--- src/rtl/pim_axi_initiator.sv ---
// AXI4 INCR burst initiator: one request at a time, full AW/W/B or AR/R handshakes,
// data streamed to/from the sequencer, one done pulse per request with merged response.
module pim_axi_initiator #(
    parameter int DATA_WIDTH = 32,
    parameter int ADDR_WIDTH = 32
) (
    input  logic                  clk,
    input  logic                  rst_n,
    // sequencer request / data side
    input  logic                  req_valid,
    output logic                  req_ready,
    input  logic                  req_write,
    input  logic [ADDR_WIDTH-1:0] req_addr,
    input  logic [7:0]            req_len,
    input  logic [DATA_WIDTH-1:0] wr_data,
    input  logic                  wr_valid,
    output logic                  wr_ready,
    output logic [DATA_WIDTH-1:0] rd_data,
    output logic                  rd_valid,
    output logic                  rd_last,
    input  logic                  rd_ready,
    output logic                  done,
    output logic [1:0]            done_resp,
    output logic                  done_err,
    // AXI write channels
    output logic [ADDR_WIDTH-1:0] awaddr,
    output logic                  awvalid,
    input  logic                  awready,
    output logic [7:0]            awlen,
    output logic [2:0]            awsize,
    output logic [1:0]            awburst,
    output logic [DATA_WIDTH-1:0] wdata,
    output logic                  wvalid,
    output logic                  wlast,
    input  logic                  wready,
    input  logic [1:0]            bresp,
    input  logic                  bvalid,
    output logic                  bready,
    // AXI read channels
    output logic [ADDR_WIDTH-1:0] araddr,
    output logic                  arvalid,
    input  logic                  arready,
    output logic [7:0]            arlen,
    output logic [2:0]            arsize,
    output logic [1:0]            arburst,
    input  logic [DATA_WIDTH-1:0] rdata,
    input  logic [1:0]            rresp,
    input  logic                  rvalid,
    input  logic                  rlast,
    output logic                  rready,
    // FSM state for checkers
    output logic [2:0]            dbg_state
);

    // Handshake rule on every channel: a transfer happens on a rising edge where
    // valid and ready are both high; a raised valid and its payload hold until then.

    typedef enum logic [2:0] {
        IDLE = 3'd0,
        AW   = 3'd1,
        W    = 3'd2,
        B    = 3'd3,
        AR   = 3'd4,
        R    = 3'd5,
        DONE = 3'd6
    } state_t;

    localparam logic [2:0] BEAT_SIZE = 3'($clog2(DATA_WIDTH / 8));
    localparam logic [1:0] BURST_INCR = 2'b01;

    state_t     state, next_state;
    logic [7:0] len_q;
    logic [8:0] cnt_q;
    logic [1:0] acc_q;
    logic       err_q;

    logic       w_hs, r_hs, b_hs, cnt_at_len, r_err;
    logic [1:0] r_acc;

    assign w_hs       = (state == W) && wr_valid && wready;
    assign r_hs       = (state == R) && rvalid && rd_ready;
    assign b_hs       = (state == B) && bvalid && bready;
    assign cnt_at_len = (cnt_q == {1'b0, len_q});
    assign r_acc      = (rresp > acc_q) ? rresp : acc_q;
    // rlast must coincide exactly with the final counted beat
    assign r_err      = rlast ^ cnt_at_len;
    assign dbg_state  = state;

    always_ff @(posedge clk) begin
        if (!rst_n) state <= IDLE;
        else        state <= next_state;
    end

    always_comb begin
        next_state = state;
        req_ready  = 1'b0;
        wvalid     = 1'b0;
        wdata      = '0;
        wlast      = 1'b0;
        wr_ready   = 1'b0;
        rd_valid   = 1'b0;
        rd_data    = '0;
        rd_last    = 1'b0;
        rready     = 1'b0;
        case (state)
            IDLE: begin
                req_ready = 1'b1;
                if (req_valid) next_state = req_write ? AW : AR;
            end
            AW: if (awvalid && awready) next_state = W;
            AR: if (arvalid && arready) next_state = R;
            W: begin
                wvalid   = wr_valid;
                wdata    = wr_data;
                wr_ready = wready;
                wlast    = cnt_at_len;
                if (w_hs && cnt_at_len) next_state = B;
            end
            B: if (b_hs) next_state = DONE;
            R: begin
                rd_valid = rvalid;
                rd_data  = rdata;
                rd_last  = rlast;
                rready   = rd_ready;
                if (r_hs && (rlast || cnt_at_len)) next_state = DONE;
            end
            DONE: next_state = IDLE;
            default: next_state = IDLE;
        endcase
    end

    always_ff @(posedge clk) begin
        if (!rst_n) begin
            awvalid   <= 1'b0;
            arvalid   <= 1'b0;
            bready    <= 1'b0;
            done      <= 1'b0;
            done_resp <= 2'b00;
            done_err  <= 1'b0;
            awaddr    <= '0;
            araddr    <= '0;
            awlen     <= 8'd0;
            arlen     <= 8'd0;
            awsize    <= 3'd0;
            arsize    <= 3'd0;
            awburst   <= 2'b00;
            arburst   <= 2'b00;
            len_q     <= 8'd0;
            cnt_q     <= 9'd0;
            acc_q     <= 2'b00;
            err_q     <= 1'b0;
        end else begin
            awvalid   <= (next_state == AW);
            arvalid   <= (next_state == AR);
            // bready rises one cycle into B and drops after its handshake
            bready    <= (state == B) && !b_hs;
            done      <= (next_state == DONE);
            done_resp <= 2'b00;
            done_err  <= 1'b0;

            if (state == IDLE && req_valid) begin
                len_q   <= req_len;
                cnt_q   <= 9'd0;
                acc_q   <= 2'b00;
                err_q   <= 1'b0;
                awsize  <= BEAT_SIZE;
                arsize  <= BEAT_SIZE;
                awburst <= BURST_INCR;
                arburst <= BURST_INCR;
                if (req_write) begin
                    awaddr <= req_addr;
                    awlen  <= req_len;
                end else begin
                    araddr <= req_addr;
                    arlen  <= req_len;
                end
            end

            if (w_hs) cnt_q <= cnt_q + 9'd1;

            if (b_hs) begin
                acc_q     <= bresp;
                done_resp <= bresp;
            end

            if (r_hs) begin
                cnt_q <= cnt_q + 9'd1;
                acc_q <= r_acc;
                err_q <= err_q | r_err;
                if (rlast || cnt_at_len) begin
                    done_resp <= r_acc;
                    done_err  <= err_q | r_err;
                end
            end
        end
    end

endmodule

--- config.mk ---
export PLATFORM = sky130hd
export DESIGN_NAME = pim_axi_initiator
export DESIGN_NICKNAME = d
export VERILOG_FILES = /design/src/rtl/pim_axi_initiator.sv
export SDC_FILE = /design/constraint.sdc
export NUM_CORES = 1
export LEC_CHECK = 0
export ABC_AREA = 1
export BUFFER_PORTS_ARGS = -buffer_cell sky130_fd_sc_hd__buf_4
export CORE_AREA = 2 2 112 114
export DETAILED_ROUTE_END_ITERATION = 6
export DIE_AREA = 0 0 114 116
export HOLD_SLACK_MARGIN = 0.02
export PLACE_DENSITY = 0.76
export SYNTH_ARGS = -nofsm -noshare
export SYNTH_HDL_FRONTEND = slang
export SYNTH_SLANG_ARGS = --single-unit
--- constraint.sdc ---
create_clock -name clk -period 3.6 [get_ports clk]
set_input_delay 0.18 -clock clk [delete_from_list [all_inputs] [get_ports clk]]
set_output_delay 0.18 -clock clk [all_outputs]
set_load 0.02 [all_outputs]
* After elaboration in Yosys (flattened, before gate mapping) *
Index checks and enable logic that the tools add are counted.

operators by class
  $add $sub $neg = 1
  magnitude comparators = 1
  equal/unequal tests = 9
  muxes and demuxes = 29
  bitwise operators = 3
  reduce and logical (&&, ||, !) cells = 21

operators with widths
  operator                                                         count
  32-bit two-way mux                                               2
  9-bit two-way mux                                                3
  3-bit two-way mux                                                7
  3-bit one-hot mux with 6 select lines                            1
  2-bit two-way mux                                                7
  3-bit == test, second input constant                             4
  1-bit logical AND                                                12
  9-bit by 1-bit adder with 9-bit output, second input constant    1
  9-bit by 8-bit == test with 1-bit output                         1
  1-bit two-way mux                                                9
  3-bit by 1-bit == test with 1-bit output, second input constant  2
  3-bit by 2-bit == test with 1-bit output, second input constant  2
  3-bit nonzero test                                               2
  2-bit AND reduction                                              2
  3-bit logical NOT                                                1
  3-bit AND reduction                                              1
  2-bit > comparator                                               1
  2-bit nonzero test                                               1
  1-bit logical NOT                                                1
  1-bit logical OR                                                 1
  1-bit inverter                                                   1
  1-bit bitwise OR                                                 1
  1-bit XOR                                                        1

storage, ports and cells
  bits in registers = 111
  input bits = 120
  output and inout port bits = 171
  logic and storage cells = 80

* Depth between registers and ports, before layout *
Gate-level depths: netlist of the first run.

  depth in word-level cells = 7
  mapped depth = 13
  depth with buffers taken out = 13

* Worst setup path after synthesis of the first run *
No wires, ideal clock.

  path type = register -> register
  from = reg state[2], in the netlist dbg_state[2]
  to = reg cnt_q[8]
  library setup time = 0.113 ns
  data arrival time = 1.489 ns
  data required time = 3.487 ns
  setup slack = 1.999 ns
  cell stages (with the launch flop) = 10
  path buffers = 0
  clock period less this slack = 1.601 ns
  cells stage by stage = dfxtp_1 -> nand3_4 -> nor2_4 -> nand2_2 -> nand2_4 -> inv_2 -> nor2_2 -> nand2_1 -> nand2_1 -> nor2_1

on the way
  word-level cells in the longest chain between the ends = 5
  elaborated cells on any way between the ends = 11
  those cells by class = eq/ne: 2; mux: 2; reduce/logical: 7

ends and longest elaborated chain
  element                                   line  source
  start, declared                           71    state_t state, next_state;
  start signal, assigned                    91    else state <= next_state;
  3-bit by 2-bit == test with 1-bit output  80    assign w_hs = (state == W) && wr_valid && wready;
  1-bit logical AND (2 in a row)            80
  9-bit two-way mux                         179   if (w_hs) cnt_q <= cnt_q + 9'd1;
  9-bit two-way mux                         186   if (r_hs) begin
  end signal, assigned                      179
  end signal, assigned                      187   cnt_q <= cnt_q + 9'd1;
  end, declared                             73    logic [8:0] cnt_q;

Parallel ways exist; a longest one is shown, timed or not.
A chain may end at the register's enable or synchronous reset.

* Final worst setup path of the first run *
  from = reg state[2], in the netlist dbg_state[2]
  to = out wdata[31]

on the way
  word-level cells in the longest chain between the ends = 2

ends and longest elaborated chain
  element                                   line  source
  3-bit by 2-bit == test with 1-bit output  105   case (state)
  32-bit two-way mux                        105
  end, declared                             32    output logic [DATA_WIDTH-1:0] wdata,

Every way passes these cells.

==> summary.txt, run 1 <==
Timing
  – Hold_ws: 91.1 ps
  – Setup Skew: between 7 and 8 ps
  – Worst rel slew slack: 16.0%
  – Worst-Margin Slew: 1260 ps
  – Minimum clock period: 2640 ps
  – Crit share post-route: 73.2%
  – TNS Setup: 0 ps
  – Fmax: around 380 MHz
  – Final Setup Violations: 0
  – Final Max Tran Viols: 0
  – RSZ-0062 raised after global routing: no
  – Final Hold Fails: 0

Yosys
  – Primary FF master, synth: dfxtp_1
  – Synth cell types: 31
  – Share of the synthesized area in the top cell type: between 40% and 50%
  – Synth area leader: dfxtp_1
  – Seq/Total Area, Yosys: 44.8%
  – Register bit total from synthesis: ~110
  – Ys async rst share: 0%
  – Synth cell count leaders: 170 x nor2_1, 149 x nand2_1, 111 x dfxtp_1
  – Count leader, synth: nor2_1
  – Area contributors post-synth: dfxtp_1 45%, nor2_1 13%, nand2_1 11%
  – Mapped Area: ~5000 µm²
  – EDFF count, synth: 0
  – Cells after synthesis: 739
  – Synth warn: 0
  – Synth Area per Inst: 6.70 µm²

Clocking
  – CTS clk-pin slew, worst paths: ~70 ps
  – Clock sink count: 111
  – # H-tree levels: 3
  – Post-cts sizing count: 0
  – Cts bufs inserted: 9
  – Clock tree buffer depth: 2
  – Hold_buf cts: 0
  – Worst-Skew Late Latency: approximately 340 ps
  – Root Buffer: clkbuf_16
  – Post-CTS Setup Bufs: 0
  – CTS tree: built

Routing
  – # DRC: 0
  – DR pass1 iterations: 4
  – Post-detailed-route count of antenna-violating nets: 0
  – Vias per cell: 4.64
  – Iter 0 DRT Violations: 263
  – Final WL: 15800 µm
  – Vias: 5331
  – DR WL/cell: 13.8 µm

Global routing
  – Total track usage: 22.6%
  – Final global-route overflow total: 0
  – Antenna violations before repair: 0
  – Largest net degree at the start of global routing: 62
  – First-pass GRT wire length: 23700 µm
  – Vias in the first global route: between 4k and 5k

Finish
  – Synth-to-layout area growth: 49.1%
  – Fill cells: ~1.1k
  – Fin nets: roughly 1.1k
  – Multi-input gate area: 2130 µm²
  – FF+latch area: around 2200 µm²
  – ANT cells: 0
  – Share of cells above drive strength 1: between 30% and 40%

Critical path
  – CP Data Arrival Time: approximately 2500 ps
  – CP peak stage delay: around 920 ps
  – Crit-path leading delay family: simple AND/OR/NAND/NOR gates
  – CP max stage cell: nand2_1
  – Buffers & Inverters on Critical Path: 3
  – Critical path class: register to output pin
  – CP Launch Type: register
  – CP Capture Type: output pin
  – Critical-path cell list: inv_1 -> nand2_1 -> inv_1 -> nand2_1 -> nor2_1 -> buf_4
  – Worst Path Required: roughly 3400 ps
  – R2R Setup Slk: 1640 ps
  – Worst-path fanout max: 35

Job
  – Total of max-cap violations: 0

Power and ir drop
  – Pwr Density: 402 nW/µm²
  – P_leak: slightly below 0.004 µW
  – Maximum vdd drop: 254 µV

Floorplan
  – Row Count: 40
  – I/O pin count: ~290
  – Die H: 116 µm
  – Starting density of the core: slightly above 40%
  – Core ar.: 11900 µm²
  – Die area: ~13000 µm²
  – Die Wd: roughly 110 µm

Outcome
  – Status: complete, no violations

Min path
  – Hold WC Path Type: input port to register

Placed design
  – # port buffers: around 280
  – Post-DP HPWL: approximately 12000 µm
  – Placer Congestion: 0.848
[layout by cell type, fill, tap and decap left out, drive strengths merged, types with 2 or more instances in the layout]
cell / instances
buf: 287
nor2: 174
nand2: 152
dfxtp: 111
inv: 108
a21oi: 67
o21ai: 46
nand3: 16
clkbuf: 11
conb: 6
ha: 5
nor3: 5
clkinv: 3
nand4: 3
nand3b: 2
[tightest hold or removal path, delay by kind of cell]
family | cells | cell delay (ps)
and+or+nand+nor | 1 | 50
buffers and inverters | 1 | 110
AOI/OAI and AO/OA | 1 | 50
[layout make-up]
class	count	area share [%]
Clock buffer	11	3.15
Clock inverter	5	0.914
Inverter	107	5.44
Multi-Input combinational cell	482	28.8
Sequential cell	111	30.1
Tap cell	147	2.49
Timing Repair Buffer	287	29.2
[final timing paths]
| path | start | end | depth (start not counted) |
|---|---|---|---|
| worst max register to register | dbg_state[1] | arlen[0] | 8 |
| worst min-delay path | req_addr[17] | awaddr[17] | 3 |
| worst min register to register | awlen[1] | awlen[1] | 2 |
| worst max-delay path | dbg_state[2] | wdata[31] | 6 |
[power by group]
group          total (µW)  switching [µW]  internal, µW
logic                 614             353           261
clock network        1010             456           549
registers            1350            45.1          1300
[metal layers]
metal,vias to the layer above,global-route usage [%],part of all wire (%)
met2,189,38.9,50
met1,2376,26.9,40
met5,-,0,0
li1,2752,-,-
met3,14,6.96,9.0
met4,0,7.56,1.2
[stage by stage]
step	instances	total power, µW	utilization (%)	setup WS, ps	cell area (µm²)
finish	1150	2970	62.0	964	7390
global route	1150	3110	62.0	741	7390
CTS	1150	2990	62.0	947	7390
detailed placement	1134	1990	59.5	1350	7090
global placement	1134	1990	59.5	1370	7090
floorplan	744	1710	-	2000	4970
[sequential cells by signal (all words and copies together), names as in the netlist]
name,cells
arburst,1
err_q,1
bready,1
arvalid,1
done_resp,2
awlen,8
cnt_q,9
dbg_state,3
done_err,1
done,1
arlen,8
len_q,8
araddr,32
awaddr,32
awvalid,1
acc_q,2
[cell families after synthesis]
kind of cell,count (synthesis),share of synthesized area (%)
and+or+nand+nor,352,28.8
buffers and inverters,151,12.7
AOI/OAI and AO/OA,118,12.1
xor gates and xnor gates,1,0.177
DFF,111,44.8
other,1,0.0757
adders and majority gates,5,1.26
(Power assumes the default switching activity.)
==> run 2: changes to the inputs <==
--- a/config.mk
+++ b/config.mk
@@ -7,11 +7,10 @@
 export LEC_CHECK = 0
 export ABC_AREA = 1
 export BUFFER_PORTS_ARGS = -buffer_cell sky130_fd_sc_hd__buf_4
-export CORE_AREA = 2 2 112 114
+export CORE_UTILIZATION = 40
 export DETAILED_ROUTE_END_ITERATION = 6
-export DIE_AREA = 0 0 114 116
 export HOLD_SLACK_MARGIN = 0.02
-export PLACE_DENSITY = 0.76
+export PLACE_DENSITY = 0.77
 export SYNTH_ARGS = -nofsm -noshare
 export SYNTH_HDL_FRONTEND = slang
 export SYNTH_SLANG_ARGS = --single-unit
==> constraint.sdc (replaced) <==
create_clock -name clk -period 2.3 [get_ports clk]
set_input_delay 0.115 -clock clk [delete_from_list [all_inputs] [get_ports clk]]
set_output_delay 0.115 -clock clk [all_outputs]
set_load 0.02 [all_outputs]
==> summary.txt, run 2 (synthesized netlist as in run 1, its figures left out) <==
Finish
  – Commonest non-fill, non-tap cell in the layout: buf_4
  – Most frequent cells in the layout: 296 x buf_4, 170 x nor2_1, 149 x nand2_1
  – Post-layout util: 61.8% (-0.21 points)
  – FF+latch area: 2220 µm² (unchanged)
  – Fill cells: 1126 (-0.18%)
  – Fin nets: 1132 (+0.80%)
  – Multi-input gate area: 2130 µm² (unchanged)
  – Share of cells above drive strength 1: 32.2% (+0.71 points)
  – Largest regs: araddr (32), awaddr (32), cnt_q (9)
  – ANT cells: 0 (unchanged)
  – Synth-to-layout area growth: 50.5%

Timing
  – Final Max Tran Viols: 0 (unchanged)
  – Worst-Margin Slew: 616 ps (-640 ps)
  – Crit share post-route: roughly 85%
  – RSZ-0062 raised after global routing: no
  – Fmax: 513 MHz
  – Hold_ws: 24.5 ps (-66.6 ps)
  – Final Setup Violations: 0 (unchanged)
  – TNS Setup: 0 ps (unchanged)
  – Minimum clock period: 1950 ps
  – Worst rel slew slack: 58.8% (+43 points)
  – Final Hold Fails: 0 (unchanged)
  – Setup Skew: 14.6 ps (+7.16 ps)
  – Post-route setup slack: 351 ps (-612 ps)

Critical path
  – CP Data Arrival Time: 1830 ps (-630 ps)
  – CP max stage cell: dfxtp_1
  – Critical path class: register to output pin
  – CP Capture Type: output pin
  – Crit-path leading delay family: buffers and inverters
  – Buffers & Inverters on Critical Path: 4 (+1)
  – Worst Path Required: 2180 ps (-1240 ps)
  – Worst-path fanout max: 22 (-37%)
  – Critical-path cell list: inv_1 -> nand2_1 -> inv_1 -> nand2_1 -> buf_4 -> nor2_1 -> buf_4
  – CP Launch Type: register
  – CP peak stage delay: 560 ps (-360 ps)

Routing
  – Iter 0 DRT Violations: 271 (+3.0%)
  – DR WL/cell: 12.8 µm (-6.9%)
  – DR pass1 iterations: 4 (unchanged)
  – Final WL: 15100 µm (-4.4%)
  – Vias per cell: 4.55 (-1.9%)
  – Post-detailed-route count of antenna-violating nets: 0 (unchanged)
  – # DRC: 0 (unchanged)
  – Vias: 5364 (+0.62%)

Clocking
  – Hold_buf cts: 0 (unchanged)
  – CTS clk-pin slew, worst paths: 80 ps (about the same)
  – # H-tree levels: 3 (unchanged)
  – Cts bufs inserted: 9 (unchanged)
  – Clock tree buffer depth: 2 (unchanged)
  – Root Buffer: clkbuf_16
  – Post-CTS Setup Bufs: 0 (unchanged)
  – Post-cts sizing count: 0 (unchanged)
  – CTS tree: built
  – Clock sink count: 111 (unchanged)
  – Worst-Skew Late Latency: 350 ps (about the same)

Floorplan
  – I/O pin count: 291 (unchanged)
  – Die Wd: 113 µm (-0.62%)
  – Die H: 113 µm (-2.3%)
  – Starting density of the core: 41.1% (-0.52 points)
  – Row Count: 40 (unchanged)
  – Core ar.: 12100 µm² (+1.3%)
  – Die area: 12800 µm² (-2.9%)

Placed design
  – Placer Congestion: 0.844 (-0.41%)
  – # port buffers: 284 (unchanged)
  – DP Worst Slack: 564 ps (-781 ps)
  – Post-DP HPWL: 11400 µm (-2.9%)

Outcome
  – Status: complete, no violations

Global routing
  – First-pass GRT wire length: 23400 µm (-1.5%)
  – Final global-route overflow total: 0 (unchanged)
  – Antenna violations before repair: 0 (unchanged)
  – Vias in the first global route: 4810 (+0.71%)
  – Largest net degree at the start of global routing: 48 (-23%)
  – Total track usage: 22.9% (+0.26 points)

Power and ir drop
  – Pwr Density: 609 nW/µm² (+52%)
  – Maximum vdd drop: 547 µV (+120%)
  – P_leak: 0.00388 µW (+0.87%)

Min path
  – Hold WC Path Type: input port to register

Job
  – Total of max-cap violations: 0 (unchanged)
-- run 2: power by group --
group          internal (µW)  switching (µW)  leakage (µW)
clock                    742             721      0.000137
combinational            418             547       0.00284
sequential              2040            70.3      0.000907
total                   3200            1340       0.00388
-- run 2: path summary, 6_finish.rpt --
path | start | end | slack (ps) | cells past startpoint
worst max-delay path | dbg_state[2] | wdata[29] | 350 | 7
worst min-delay path | req_addr[0] | awaddr[0] | 20 | 3
worst max register to register | dbg_state[0] | arvalid | 540 | 9
worst min register to register | awlen[5] | awlen[5] | 470 | 2
-- run 2: metrics by stage --
step	instance area, µm²	total power (µW)	cells
after global placement	7180	3110	1164
final	7460	4540	1180
after global routing	7460	4750	1180
after floorplan	4970	2670	744
after CTS	7460	4580	1180
after detailed placement	7180	3120	1164
-- run 2: cell type report --
class                           instances  area share [%]
Clock inverter                          6           0.604
Clock buffer                           10            3.07
Tap cell                              168            2.82
Sequential cell                       111            29.8
Inverter                              107            5.39
Timing Repair Buffer                  296            29.8
Multi-Input combinational cell        482            28.5
-- run 2: per-layer routing --
layer | up-vias | track usage, % | routed length [µm]
met2 | 188 | 39.3 | 7350
met1 | 2388 | 27.2 | 6280
met5 | - | 0 | 0
met4 | 0 | 8.33 | 287
met3 | 20 | 6.27 | 1200
li1 | 2768 | - | -
-- run 2: worst reg2reg max path: stages, from the launching register on --
cell and delay (ps):
dfxtp_1 450, inv_2 100, nand2_2 120, nor2_2 60
nand3_2 100, buf_4 400, nand3_1 140, nor2_1 170
nand3_1 90, nor2_1 80
==> run 3: changes to the inputs <==
==> constraint.sdc (replaced) <==
create_clock -name clk -period 1.74 [get_ports clk]
set_input_delay 0.087 -clock clk [delete_from_list [all_inputs] [get_ports clk]]
set_output_delay 0.087 -clock clk [all_outputs]
set_load 0.02 [all_outputs]
==> summary.txt, run 3 (synthesized netlist as in run 1, its figures left out) <==
Outcome
  – Status: finished with violations
  – Violated checks: design-rule violations

Routing
  – DR pass1 iterations: 7 (+3)
  – DR WL/cell: 13.1 µm (+2.4%)
  – Vias per cell: 4.54 (-0.23%)
  – Vias: 5565 (+3.7%)
  – Iter 0 DRT Violations: 269 (-0.74%)
  – # DRC: 11 (+11)
  – Final WL: 16100 µm (+6.4%)
  – Post-detailed-route count of antenna-violating nets: 0 (unchanged)

Floorplan
  – Starting density of the core: 41.1% (unchanged)
  – Die area: 12800 µm² (unchanged)
  – Die Wd: 113 µm (unchanged)
  – Row Count: 40 (unchanged)
  – Core ar.: 12100 µm² (unchanged)
  – Die H: 113 µm (unchanged)
  – I/O pin count: 291 (unchanged)

Timing
  – Setup Skew: 11.1 ps (-3.47 ps)
  – Final Max Tran Viols: 0 (unchanged)
  – Crit share post-route: 95.6%
  – Final Setup Violations: 0 (unchanged)
  – RSZ-0062 raised after global routing: yes
  – Minimum clock period: approximately 1700 ps
  – Final Hold Fails: 0 (unchanged)
  – Fmax: 601 MHz

Critical path
  – Critical-path cell list: inv_1 -> nand2_1 -> inv_2 -> nand2_1 -> buf_12 -> nor2_2 -> buf_4
  – CP Launch Type: register
  – CP peak stage delay: 380 ps (-180 ps)
  – Worst path most repeated cell: nand2_1
  – CP max stage cell: dfxtp_4
  – CP Data Arrival Time: 1580 ps (-250 ps)
  – Worst-path fanout max: 27 (+23%)
  – CP Capture Type: output pin
  – Critical path class: register to output pin
  – Worst Path Required: 1650 ps (-530 ps)

Power and ir drop
  – Tot Pwr: 6250 µW (+38%)
  – P_leak: 0.00411 µW (+5.8%)
  – Pwr Density: 781 nW/µm² (+28%)
  – Maximum vdd drop: 517 µV (-5.6%)

Placed design
  – Placer Congestion: 0.852 (+0.95%)
  – # port buffers: 284 (unchanged)
  – Area post-placement: 7250 µm² (+0.98%)
  – Post-DP HPWL: 11500 µm (+1.0%)

Finish
  – Commonest non-fill, non-tap cell in the layout: buf_4
  – Fin nets: 1179 (+4.2%)
  – Synth-to-layout area growth: 61.4%
  – Most frequent cells in the layout: 298 x buf_4, 167 x nor2_1, 148 x nand2_1
  – ANT cells: 0 (unchanged)
  – Largest regs: araddr (32), awaddr (32), cnt_q (9)
  – Share of cells above drive strength 1: 32.5% (+0.27 points)
  – Post-route cell area: 8000 µm² (+7.3%)
  – Post-layout util: 66.3% (+4.5 points)

Clocking
  – CTS tree: built
  – Clock tree buffer depth: 2 (unchanged)
  – Cts bufs inserted: 9 (unchanged)
  – # H-tree levels: 3 (unchanged)
  – CTS clk-pin slew, worst paths: 80 ps (about the same)
  – Clock sink count: 111 (unchanged)
  – Root Buffer: clkbuf_16
  – Worst-Skew Late Latency: 350 ps (about the same)

Global routing
  – Antenna violations before repair: 0 (unchanged)
  – First-pass GRT wire length: 24900 µm (+6.6%)
  – Largest net degree at the start of global routing: 42 (-13%)
  – Total track usage: 24.6% (+1.7 points)
  – Final global-route overflow total: 0 (unchanged)
  – Vias in the first global route: 5150 (+7.1%)

Job
  – Total of max-cap violations: 0 (unchanged)

Min path
  – Hold WC Path Type: input port to register
[run 3: repair_timing]
item | in CTS | in global routing
setup buffers | 0 | 0
setup endpoints to repair | 42 | 73
pin swaps | 0 | 1
endpoints found under the hold margin | 74 | 0
resized for setup | 2 | 15
hold buffers | 41 | 0
[run 3: routing by layer]
metal	track usage [%]	vias up	share of wire, %
li1	-	2870	-
met1	28.6	2457	41
met2	43.6	215	50
met3	5.09	23	7.3
met4	10.6	0	1.9
met5	0	-	0
[run 3: layout make-up]
type                            instances  area, µm²
Fill cell                            1023       4060
Tap cell                              168        210
Sequential cell                       111       2230
Inverter                              107        402
Timing Repair Buffer                  343       2720
Clock buffer                            9        225
Multi-Input combinational cell        482       2140
Clock inverter                          7       71.3
[run 3: path summary, 6_finish.rpt]
| path | cells after the start | slack, ps | end | startpoint |
|---|---|---|---|---|
| max reg2reg | 10 | 140 | arvalid | cnt_q[0] |
| min reg2reg | 2 | 460 | acc_q[1] | acc_q[1] |
| min | 4 | 70 | bready | bvalid |
| max | 7 | 80 | wdata[29] | dbg_state[2] |
[run 3: worst max-delay path, delay by kind of cell (launching register included)]
kind	cells	cell delay [ps]
simple gates	3	340
buf+inv	4	500
flops	1	380
[run 3: stage by stage]
stage / worst slack [ps] / cells / hold slack [ps] / setup TNS, ps
final: 76.4 / 1227 / 70.7 / 0
after global routing: -49.1 / 1227 / 96.8 / -126
after CTS: 6.68 / 1227 / 54.5 / 0
after detailed placement: 76.4 / 1170 / 352 / 0
after global placement: 103 / 1170 / 346 / 0
after floorplan: 139 / 744 / 230 / 0
[run 3: power breakdown]
group          switching, µW  internal, µW  leakage, µW
sequential              90.1          2690     0.000910
clock                   1040          1020     0.000148
combinational            761           638      0.00305
total                   1890          4360      0.00411
